==> config.mk <==
export PLATFORM = sky130hd
export DESIGN_NAME = bcd_display_driver
export DESIGN_NICKNAME = d
export VERILOG_FILES = /design/src/rtl/bcd_display_driver.sv
export SDC_FILE = /design/constraint.sdc
export NUM_CORES = 1
export LEC_CHECK = 0
export BUFFER_PORTS_ARGS = -buffer_cell sky130_fd_sc_hd__buf_2
export CAP_MARGIN = 10
export CORE_ASPECT_RATIO = 0.6
export CORE_UTILIZATION = 60
export DETAILED_ROUTE_END_ITERATION = 8
export GPL_ROUTABILITY_DRIVEN = 0
export PLACE_DENSITY = 0.95
export SLEW_MARGIN = 10
export SYNTH_ARGS = -nofsm -noshare
export SYNTH_HDL_FRONTEND = slang
export SYNTH_SLANG_ARGS = --single-unit
==> constraint.sdc <==
create_clock -name clk_i -period 3.1 [get_ports clk_i]
set_input_delay 0.155 -clock clk_i [delete_from_list [all_inputs] [get_ports clk_i]]
set_output_delay 0.155 -clock clk_i [all_outputs]
set_load 0.02 [all_outputs]
==> src/rtl/bcd_display_driver.sv <==
// bcd_display_driver
// Converts an 8-bit binary count (0..255) to three BCD digits using a serial
// shift-and-add-3 engine (one bit per clock). It also drives three active-low
// 7-segment displays from the committed digits.
//
// Ports
//   clk_i           system clock, rising edge
//   rst_ni          asynchronous active-low reset
//   value_i[7:0]    binary value to convert
//   load_i          conversion request, sampled on the rising edge
//   blank_zeros_i   blank leading-zero digits on hex2_o / hex1_o
//   busy_o          conversion in progress
//   done_o          one-cycle pulse when new digits are committed
//   valid_o         at least one conversion completed since reset
//   ones_o, tens_o, hundreds_o [3:0]  committed BCD digits
//   hex0_o, hex1_o, hex2_o [7:0]      active-low {dp, g..a} for ones/tens/hundreds
module bcd_display_driver (
    input  logic       clk_i,
    input  logic       rst_ni,
    input  logic [7:0] value_i,
    input  logic       load_i,
    input  logic       blank_zeros_i,
    output logic       busy_o,
    output logic       done_o,
    output logic       valid_o,
    output logic [3:0] ones_o,
    output logic [3:0] tens_o,
    output logic [3:0] hundreds_o,
    output logic [7:0] hex0_o,
    output logic [7:0] hex1_o,
    output logic [7:0] hex2_o
);

    typedef enum logic {
        IDLE = 1'b0,
        CONV = 1'b1
    } state_e;

    state_e      state_q, state_d;
    logic [7:0]  shift_q, shift_d;
    logic [11:0] scratch_q, scratch_d;
    logic [3:0]  cnt_q, cnt_d;
    logic        pend_q, pend_d;
    logic [7:0]  pbuf_q, pbuf_d;
    logic [3:0]  ones_q, ones_d;
    logic [3:0]  tens_q, tens_d;
    logic [3:0]  hund_q, hund_d;
    logic        busy_q, busy_d;
    logic        done_q, done_d;
    logic        valid_q, valid_d;

    logic [11:0] adj_s;
    logic [11:0] scratch_step_s;
    logic [7:0]  shift_step_s;

    // Add 3 to a BCD digit of 5 or more, so that the following doubling carries correctly.
    function automatic logic [3:0] dabble_adj(input logic [3:0] d);
        if (d >= 4'd5) begin
            return d + 4'd3;
        end else begin
            return d;
        end
    endfunction

    // Active-low segment pattern g..a for one digit; non-decimal codes show a dash.
    function automatic logic [6:0] seg7(input logic [3:0] d);
        case (d)
            4'd0:    return 7'b1000000;
            4'd1:    return 7'b1111001;
            4'd2:    return 7'b0100100;
            4'd3:    return 7'b0110000;
            4'd4:    return 7'b0011001;
            4'd5:    return 7'b0010010;
            4'd6:    return 7'b0000010;
            4'd7:    return 7'b1111000;
            4'd8:    return 7'b0000000;
            4'd9:    return 7'b0011000;
            default: return 7'b0111111;
        endcase
    endfunction

    // One conversion step: adjust each scratch digit, then shift {scratch, shift} left.
    always_comb begin
        adj_s          = {dabble_adj(scratch_q[11:8]), dabble_adj(scratch_q[7:4]),
                          dabble_adj(scratch_q[3:0])};
        // The hundreds digit never exceeds 2 before the last shift, so the
        // bit pushed out of the top is always zero.
        scratch_step_s = (adj_s << 1) | {11'd0, shift_q[7]};
        shift_step_s   = {shift_q[6:0], 1'b0};
    end

    // Next-state and datapath control.
    always_comb begin
        state_d   = state_q;
        shift_d   = shift_q;
        scratch_d = scratch_q;
        cnt_d     = cnt_q;
        pend_d    = pend_q;
        pbuf_d    = pbuf_q;
        ones_d    = ones_q;
        tens_d    = tens_q;
        hund_d    = hund_q;
        done_d    = 1'b0;
        valid_d   = valid_q;

        case (state_q)
            IDLE: begin
                if (pend_q) begin
                    // Buffered request wins; a new load here becomes the next pending one.
                    state_d   = CONV;
                    shift_d   = pbuf_q;
                    scratch_d = 12'd0;
                    cnt_d     = 4'd8;
                    pend_d    = load_i;
                    if (load_i) begin
                        pbuf_d = value_i;
                    end else begin
                        pbuf_d = pbuf_q;
                    end
                end else if (load_i) begin
                    state_d   = CONV;
                    shift_d   = value_i;
                    scratch_d = 12'd0;
                    cnt_d     = 4'd8;
                end else begin
                    state_d = IDLE;
                end
            end
            CONV: begin
                scratch_d = scratch_step_s;
                shift_d   = shift_step_s;
                cnt_d     = cnt_q - 4'd1;
                if (load_i) begin
                    pend_d = 1'b1;
                    pbuf_d = value_i;
                end else begin
                    pend_d = pend_q;
                end
                if (cnt_q == 4'd1) begin
                    hund_d  = scratch_step_s[11:8];
                    tens_d  = scratch_step_s[7:4];
                    ones_d  = scratch_step_s[3:0];
                    done_d  = 1'b1;
                    valid_d = 1'b1;
                    state_d = IDLE;
                end else begin
                    state_d = CONV;
                end
            end
            default: begin
                state_d = IDLE;
            end
        endcase

        busy_d = (state_d == CONV);
    end

    // State and datapath registers.
    always_ff @(posedge clk_i or negedge rst_ni) begin
        if (!rst_ni) begin
            state_q   <= IDLE;
            shift_q   <= 8'd0;
            scratch_q <= 12'd0;
            cnt_q     <= 4'd0;
            pend_q    <= 1'b0;
            pbuf_q    <= 8'd0;
            ones_q    <= 4'd0;
            tens_q    <= 4'd0;
            hund_q    <= 4'd0;
            busy_q    <= 1'b0;
            done_q    <= 1'b0;
            valid_q   <= 1'b0;
        end else begin
            state_q   <= state_d;
            shift_q   <= shift_d;
            scratch_q <= scratch_d;
            cnt_q     <= cnt_d;
            pend_q    <= pend_d;
            pbuf_q    <= pbuf_d;
            ones_q    <= ones_d;
            tens_q    <= tens_d;
            hund_q    <= hund_d;
            busy_q    <= busy_d;
            done_q    <= done_d;
            valid_q   <= valid_d;
        end
    end

    // Display decode from the committed digits only.
    always_comb begin
        if (!valid_q) begin
            hex0_o = 8'b10111111;
            hex1_o = 8'b10111111;
            hex2_o = 8'b10111111;
        end else begin
            hex0_o = {1'b1, seg7(ones_q)};
            if (blank_zeros_i && (hund_q == 4'd0)) begin
                hex2_o = 8'hFF;
            end else begin
                hex2_o = {1'b1, seg7(hund_q)};
            end
            if (blank_zeros_i && (hund_q == 4'd0) && (tens_q == 4'd0)) begin
                hex1_o = 8'hFF;
            end else begin
                hex1_o = {1'b1, seg7(tens_q)};
            end
        end
    end

    assign busy_o     = busy_q;
    assign done_o     = done_q;
    assign valid_o    = valid_q;
    assign ones_o     = ones_q;
    assign tens_o     = tens_q;
    assign hundreds_o = hund_q;

endmodule

== After elaboration in Yosys (flattened, before gate mapping) ==
Memory sizes are Yosys's and may differ from the RTL's.
Cells that the tools add are included.
Widths: inputs -> output; s select.
Word-level totals
  register bits: 48
  bits in latches: 0
  RAM bits: 0
  memory bits (read-only): 336
  bits of input ports: 12
  output and inout port bits: 39
  memories kept: 3
Operators by class
  add/subtract/negate cells: 4
  multiply operators: 0
  divide/modulo/power cells: 0
  order comparisons: 3
  equal/unequal tests: 4
  shift operators: 0
  mux-type cells: 29
  bitwise operators: 2
  reduce and logical (&&, ||, !) cells: 5
Memory list
  (name not given): words 16, width 7, read ports 1, clocked after Yosys merged registers in 0, write ports 0, RTL line 67  | case (d)
  (name not given): words 16, width 7, read ports 1, clocked after Yosys merged registers in 0, write ports 0, RTL line 67
  (name not given): words 16, width 7, read ports 1, clocked after Yosys merged registers in 0, write ports 0, RTL line 67
Operators by type and width (number)
  $mux 7: 5
  $mux 8: 4
  $pmux 8 s2: 2
  $mux 12: 2
  $pmux 12 s2: 1
  $mux 4: 4
  $ge 4x3->1 const B: 3
  $or 12x1->12: 1
  $add 4x2->4 const B: 2
  $logic_not 4->1: 2
  $pmux 4 s2: 1
  $mux 1: 7
  $eq 4x1->1 const B: 1
  $ne 2x2->1 const B: 2
  $pmux 1 s2: 2
  $sub 4x1->4 const B: 1
  $add 3x2->3 const B: 1
  $mux 3: 1
  $ne 3x3->1 const B: 1
  $logic_and 1x1->1: 2
  $reduce_and 2->1: 1
  $not 1->1: 1

== Logic depth before layout (Yosys ltp) ==
Gate-level depths: netlist (run 1).
  depth in word-level cells: 5
  gate-level depth with buffers: 7

== Worst setup path after synthesis (run 1) ==
Ideal clock, no wire load.
  path kind: register to output
  from: register hund_q[1], in the netlist hundreds_o[1]
  to: output hex1_o[4]
  data arrival time: 1.793 ns
  data required time: 2.945 ns
  path slack: 1.152 ns
  cell stages (with the launch flop): 7
  cell sequence: dfrtp_1 -> inv_1 -> ha_1 -> nand2_2 -> nor4b_4 -> nor4_1 -> o21ai_0
On the way
  longest elaborated chain between the ends: 5
RTL lines
  from (decl): RTL line 47  | logic [3:0] hund_q, hund_d;
  from (signal assigned): RTL line 182  | hund_q <= hund_d;
  $logic_not 4->1: RTL line 202  | if (blank_zeros_i && (hund_q == 4'd0) && (tens_q == 4'd0)) begin
  $logic_and 1x1->1 (2 in a row): RTL line 202
  $mux 7: RTL line 202
  $mux 7: RTL line 191  | if (!valid_q) begin
  to (decl): RTL line 30  | output logic [7:0] hex1_o,
Every way passes these cells.

== Worst setup path in the final report (run 1) ==
  from: register hund_q[0], in the netlist hundreds_o[0]
  to: output hex1_o[3]
Same word-level chain as after synthesis.

==> results of run 1 <==
sequential cells by signal (all words and copies together), names as in the netlist:
signal      count
busy_o          1
hundreds_o      4
tens_o          4
cnt_q           4
valid_o         1
scratch_q      12
ones_o          4
shift_q         8
pend_q          1
pbuf_q          8
done_o          1
where the power goes:
part	switching (mW)	internal [mW]	leakage, nW
combinational	1.31	0.880	0.929
sequential	0.407	0.866	0.589
clock	0.206	0.182	0.0445
total	1.93	1.93	1.56
layout make-up:
| cell class | instances | share of cell area |
|---|---|---|
| clock inverter | 1 | 0.00232 |
| sequential | 48 | 0.372 |
| multi-input combinational | 233 | 0.474 |
| tap | 63 | 0.0244 |
| timing repair buffer | 48 | 0.0751 |
| clock buffer | 7 | 0.0267 |
| inverter | 22 | 0.0255 |
routing by layer:
| layer | wire, microns | part of all wire | vias to the layer above | GRT usage |
|---|---|---|---|---|
| li1 | - | - | 1157 | - |
| met1 | 2850 | 0.48 | 1137 | 0.369 |
| met2 | 2790 | 0.47 | 66 | 0.383 |
| met3 | 297 | 0.050 | 5 | 0.0423 |
| met4 | 41 | 0.0068 | 0 | 0.0692 |
| met5 | 0 | 0 | - | 0 |
cell usage after synthesis (2+ instances only):
cell type / count
nor2_1: 22
ha_1: 23
nor4_1: 2
inv_1: 21
xnor2_1: 5
o22ai_1: 2
o31ai_1: 2
mux2_2: 12
a21oi_1: 27
clkbuf_1: 5
a31oi_1: 4
o21ai_1: 2
mux2i_1: 11
buf_6: 2
a22o_1: 5
o21ai_0: 39
nand2b_1: 6
dfrtp_1: 48
buf_4: 5
nor3b_1: 5
nand2_1: 38
nor2b_1: 5
and3_1: 3
o21bai_1: 2
buf_2: 7
metrics by stage:
stage | cell area (sq um) | setup slack, ns | std cells | hold slack (ns)
final | 3230 | 0.846 | 422 | 0.0387
after global routing | 3230 | 0.670 | 422 | 0.0945
after CTS | 3230 | 0.837 | 422 | 0.0646
after detailed placement | 3140 | 0.918 | 414 | 0.392
after global placement | 3140 | 1.00 | 414 | 0.385
after floorplan | 2930 | 1.15 | 322 | -0.141
logic make-up after synthesis:
group           count (synthesis)
xor+xnor                        5
mux                            23
buf+inv                        41
flops                          48
fa+ha+maj                      24
other cells                     1
simple gates                   89
compound gates                 89
final timing paths:
path / startpoint / endpoint / depth (start not counted)
max in group asynchronous: rst_ni / shift_q[0]$_DFFE_PN0P_ / 1
worst min register to register: scratch_q[9]$_DFFE_PN0P_ / scratch_q[9]$_DFFE_PN0P_ / 2
worst max register to register: busy_o$_DFF_PN0_ / ones_o[1]$_DFFE_PN0P_ / 3
worst min-delay path: rst_ni / tens_o[1]$_DFFE_PN0P_ / 1
min in group clk_i: value_i[2] / pbuf_q[2]$_DFFE_PN0P_ / 2
worst max-delay path: hundreds_o[0]$_DFFE_PN0P_ / hex1_o[3] / 7
worst max-delay path: cells and delay by family (launching register included):
family | cells | cell delay [ns]
AO/OA/AOI/OAI | 2 | 0.31
AND/OR/NAND/NOR | 2 | 0.48
flip-flops | 1 | 0.47
adder cells (fa/ha/maj) | 1 | 0.22
buffers and inverters | 2 | 0.32
==> flow_metrics.env, run 1 <==
export IMPL_dr_pass1_iters=5
export IMPL_avgViaCountPerCell=5.60
export IMPL_ys_seq_area_frac=0.411
export IMPL_antenna_found_initial=0
export IMPL_clkLatencyLatePin_ns=0.30
export IMPL_avgSynthCellArea_sq_um=9.14
export IMPL_cts_inserted_buffers=5
export IMPL_fillers=349
export IMPL_post_synth_and_or_nand_nor_area_fraction=0.149
export IMPL_grt_pass1_vias=2156
export IMPL_slowest_stage="dfrtp_1"
export IMPL_synthAdderAreaFrac=0.102
export IMPL_yosys_warnings=0
export IMPL_detail_route_wl_per_cell_microns=14.2
export IMPL_fin_crit_ns=2.25
export IMPL_drv_slew=0
export IMPL_cp_cell_sequence="inv_1 > ha_1 > nand2_2 > nor4b_4 > a221oi_1 > o21ai_1 > buf_2"
export IMPL_syn_inst=320
export IMPL_crit_type="register to output pin"
export IMPL_htreeDepth=2
export IMPL_die_width_microns=92.1
export IMPL_cts_tree="yes"
export IMPL_slew_headroom=0.304
export IMPL_arrival_ns=2.10
export IMPL_grt_max_degree=49
export IMPL_syn_cell_area_sq_um=2920
export IMPL_rsz0062_at_grt="no"
export IMPL_crit_required_ns=2.94
export IMPL_post_cts_buffers=0
export IMPL_tightest_slew_ns=1.04
export IMPL_final_hold_viol_count=0
export IMPL_drv_cap=0
export IMPL_synth_compound_area_frac=0.171
export IMPL_vdd_drop_max_mv=0.751
export IMPL_core_sq_um=4640
export IMPL_clkTransAtPathRegs_ns=0.09
export IMPL_ant_nets=0
export IMPL_synth_top_cell_area_share=0.411
export IMPL_cp_end_kind="output pin"
export IMPL_multi_input_area_sq_um=1530
export IMPL_drcViolationCount=0
export IMPL_clock_root_buffer="clkbuf_8"
export IMPL_rows=19
export IMPL_dr_total_vias=2365
export IMPL_post_route_util=0.697
export IMPL_most_common_layout_cells="dfrtp_1 (48), buf_2 (47), o21ai_0 (39)"
export IMPL_cp_max_fo=6
export IMPL_p_leak_nw=1.56
export IMPL_tns_ns=0
export IMPL_hp_class="input pin to async pin"
export IMPL_cts_sinks=48
export IMPL_p_per_area_nw_per_um2=1190
export IMPL_finalPower_mw=3.85
export IMPL_start_util=0.631
export IMPL_diodes=0
export IMPL_ctsResizeCount=0
export IMPL_ctsHoldBuffers=0
export IMPL_ys_ff_latch=48
export IMPL_final_common_cell="dfrtp_1"
export IMPL_finClkSkew_ns=0.0103
export IMPL_dp_hpwl_microns=4170
export IMPL_grt_total_usage=0.250
export IMPL_ios=51
export IMPL_grt_pass1_wl_microns=10200
export IMPL_async_flop_share=1.00
export IMPL_seqCellArea_sq_um=1200
export IMPL_cts_buffer_depth=2
export IMPL_synth_xor_area_frac=0.0150
export IMPL_drt_iter0_markers=198
export IMPL_outcome="complete, no violations"
export IMPL_ys_flop_type="dfrtp_1"
export IMPL_die_y_microns=56.1
export IMPL_ys_top_cells_by_area="dfrtp_1 (41%), ha_1 (9.8%), o21ai_0 (6.7%)"
export IMPL_setup_viol_count_final=0
export IMPL_areaGrowthSynthToFinish_pct=10.6
export IMPL_ys_types=42
export IMPL_rrSetupSlack_ns=0.85
export IMPL_wirelength_microns=5990
export IMPL_dieArea_sq_um=5170
export IMPL_start_kind="register"
export IMPL_fin_nets=393
export IMPL_port_buffers=47
export IMPL_netlist_top_cell_by_area="dfrtp_1"
export IMPL_drive_gt1_frac=0.209
export IMPL_fin_crit_sh=0.727
export IMPL_synth_top_family_by_area="compound AO/OA/AOI/OAI gates"
export IMPL_crit_path_max_incr_delay_ns=0.47
export IMPL_overflow=0
export IMPL_synth_edf_count=0
export IMPL_synth_mux_area_frac=0.0839
export IMPL_max_freq_mhz=444
(Power assumes the default switching activity.)
==> inputs of run 2 (changes only) <==
--- a/config.mk
+++ b/config.mk
@@ -8,10 +8,10 @@
 export BUFFER_PORTS_ARGS = -buffer_cell sky130_fd_sc_hd__buf_2
 export CAP_MARGIN = 10
 export CORE_ASPECT_RATIO = 0.6
-export CORE_UTILIZATION = 60
+export CORE_UTILIZATION = 56
 export DETAILED_ROUTE_END_ITERATION = 8
 export GPL_ROUTABILITY_DRIVEN = 0
-export PLACE_DENSITY = 0.95
+export PLACE_DENSITY = 0.9
 export SLEW_MARGIN = 10
 export SYNTH_ARGS = -nofsm -noshare
 export SYNTH_HDL_FRONTEND = slang
==> constraint.sdc (replaced) <==
create_clock -name clk_i -period 2.3 [get_ports clk_i]
set_input_delay 0.115 -clock clk_i [delete_from_list [all_inputs] [get_ports clk_i]]
set_output_delay 0.115 -clock clk_i [all_outputs]
set_load 0.02 [all_outputs]
==> flow_metrics.env, run 2 (same netlist as run 1, synthesis figures left out) <==
export IMPL_dr_total_vias=2389
export IMPL_finClkSkew_ns=0.00541
export IMPL_cts_inserted_buffers=5
export IMPL_regMostFlops="scratch_q"
export IMPL_diodes=0
export IMPL_drive_gt1_frac=0.220
export IMPL_crit_type="register to output pin"
export IMPL_die_width_microns=95.3
export IMPL_cp_startpoint="hundreds_o[1]$_DFFE_PN0P_"
export IMPL_antenna_found_initial=0
export IMPL_vdd_drop_max_mv=1.13
export IMPL_stdcell_area_sq_um=3300
export IMPL_cts_sinks=48
export IMPL_layout_setup_ws_ns=0.108
export IMPL_grt_pass1_vias=2160
export IMPL_min_from="value_i[7]"
export IMPL_fin_crit_sh=0.953
export IMPL_ios=51
export IMPL_final_hold_viol_count=0
export IMPL_max_freq_mhz=456
export IMPL_htreeDepth=2
export IMPL_cp_end_kind="output pin"
export IMPL_cts_tree="yes"
export IMPL_ant_nets=0
export IMPL_fin_nets=398
export IMPL_largest_reg_flops=12
export IMPL_setup_viol_count_final=0
export IMPL_avgViaCountPerCell=5.59
export IMPL_wirelength_microns=6130
export IMPL_rows=19
export IMPL_tns_ns=0
export IMPL_detail_route_wl_per_cell_microns=14.3
export IMPL_cp_max_fo=6
export IMPL_post_route_util=0.691
export IMPL_clkTransAtPathRegs_ns=0.09
export IMPL_p_per_area_nw_per_um2=1630
export IMPL_hold_depth=2
export IMPL_ctsResizeCount=0
export IMPL_overflow=0
export IMPL_reg_top3="scratch_q (12), pbuf_q (8), shift_q (8)"
export IMPL_start_kind="register"
export IMPL_dr_pass1_iters=5
export IMPL_port_buffers=47
export IMPL_tightest_slew_ns=0.665
export IMPL_hp_class="input pin to register"
export IMPL_place_ws_ns=0.405
export IMPL_rr_startpoint="scratch_q[8]$_DFFE_PN0P_"
export IMPL_most_common_layout_cells="dfrtp_1 (48), buf_2 (47), o21ai_0 (39)"
export IMPL_fin_crit_ns=2.19
export IMPL_grt_max_degree=31
export IMPL_clkLatencyLatePin_ns=0.31
export IMPL_crit_required_ns=2.18
export IMPL_clock_root_buffer="clkbuf_8"
export IMPL_areaGrowthSynthToFinish_pct=12.9
export IMPL_final_common_cell="dfrtp_1"
export IMPL_outcome="complete, no violations"
export IMPL_core_sq_um=4780
export IMPL_cts_buffer_depth=2
export IMPL_drt_iter0_markers=139
export IMPL_grt_pass1_wl_microns=9920
export IMPL_dieArea_sq_um=5520
export IMPL_hold_slack_ns=0.0462
export IMPL_dp_hpwl_microns=4310
export IMPL_arrival_ns=2.08
export IMPL_grt_total_usage=0.237
export IMPL_p_leak_nw=1.60
export IMPL_drv_cap=0
export IMPL_r2r_cells=6
export IMPL_slew_headroom=0.556
export IMPL_placed_area_sq_um=3160
export IMPL_drv_slew=0
export IMPL_drcViolationCount=0
export IMPL_die_y_microns=58.0
export IMPL_start_util=0.612
[run 2: cell count changes in the layout (fill, tap and decap cells not counted)]
cell	previous run	this run
bufinv_16	0	1
clkinvlp_4	1	0
clkinv_4	0	1
dlygate4sd3_1	0	1
clkbuf_1	1	0
buf_4	1	5
[run 2: path summary, 6_finish.rpt]
kind,endpoint,slack [ns]
max,hex1_o[5],0.11
min reg2reg,shift_q[3]$_DFFE_PN0P_,0.49
min,pbuf_q[7]$_DFFE_PN0P_,0.05
min in group asynchronous,pbuf_q[7]$_DFFE_PN0P_,0.31
max in group asynchronous,hundreds_o[3]$_DFFE_PN0P_,1.71
max reg2reg,hundreds_o[2]$_DFFE_PN0P_,0.53
[run 2: per-layer routing]
layer,share of wire,vias to the layer above,GRT usage,wire length (microns)
met5,0,-,0,0
met4,0.0080,0,0.0519,49
met2,0.46,79,0.370,2790
met1,0.48,1131,0.332,2920
met3,0.059,7,0.0656,363
li1,-,1172,-,-
[run 2: area by class of cell]
class                      instances  area [sq um]
multi-input combinational        233          1530
fill                             359          1480
clock buffer                       6          82.6
inverter                          22          82.6
sequential                        48          1200
timing repair buffer              53           283
clock inverter                     2          38.8
tap                               63          78.8
[run 2: power by group]
group | total (mW) | switching, mW | leakage, nW | internal [mW]
Sequential | 1.68 | 0.513 | 0.589 | 1.17
Clock | 0.652 | 0.296 | 0.0614 | 0.356
Combinational | 3.03 | 1.83 | 0.952 | 1.20
Total | 5.37 | 2.64 | 1.60 | 2.73
[run 2: repair_timing]
| action | in CTS | in global routing |
|---|---|---|
| setup endpoints to repair | 0 | 4 |
| hold buffers | 1 | 0 |
| buffers inserted | 0 | 1 |
| hold endpoints to repair | 48 | 0 |
[run 2: through the flow]
step | instances | total power [mW]
after floorplan | 322 | 3.81
after global placement | 417 | 4.52
after detailed placement | 417 | 4.66
after CTS | 426 | 5.35
after global routing | 427 | 5.77
final | 427 | 5.37
[run 2: worst max-delay path, stage by stage, from the launching register on]
cell and delay [ns]:
dfrtp_1 0.45, inv_1 0.17, ha_1 0.24, nand2_2 0.09, nor4b_4 0.34, nor2_1 0.12
a31oi_1 0.19, buf_2 0.18
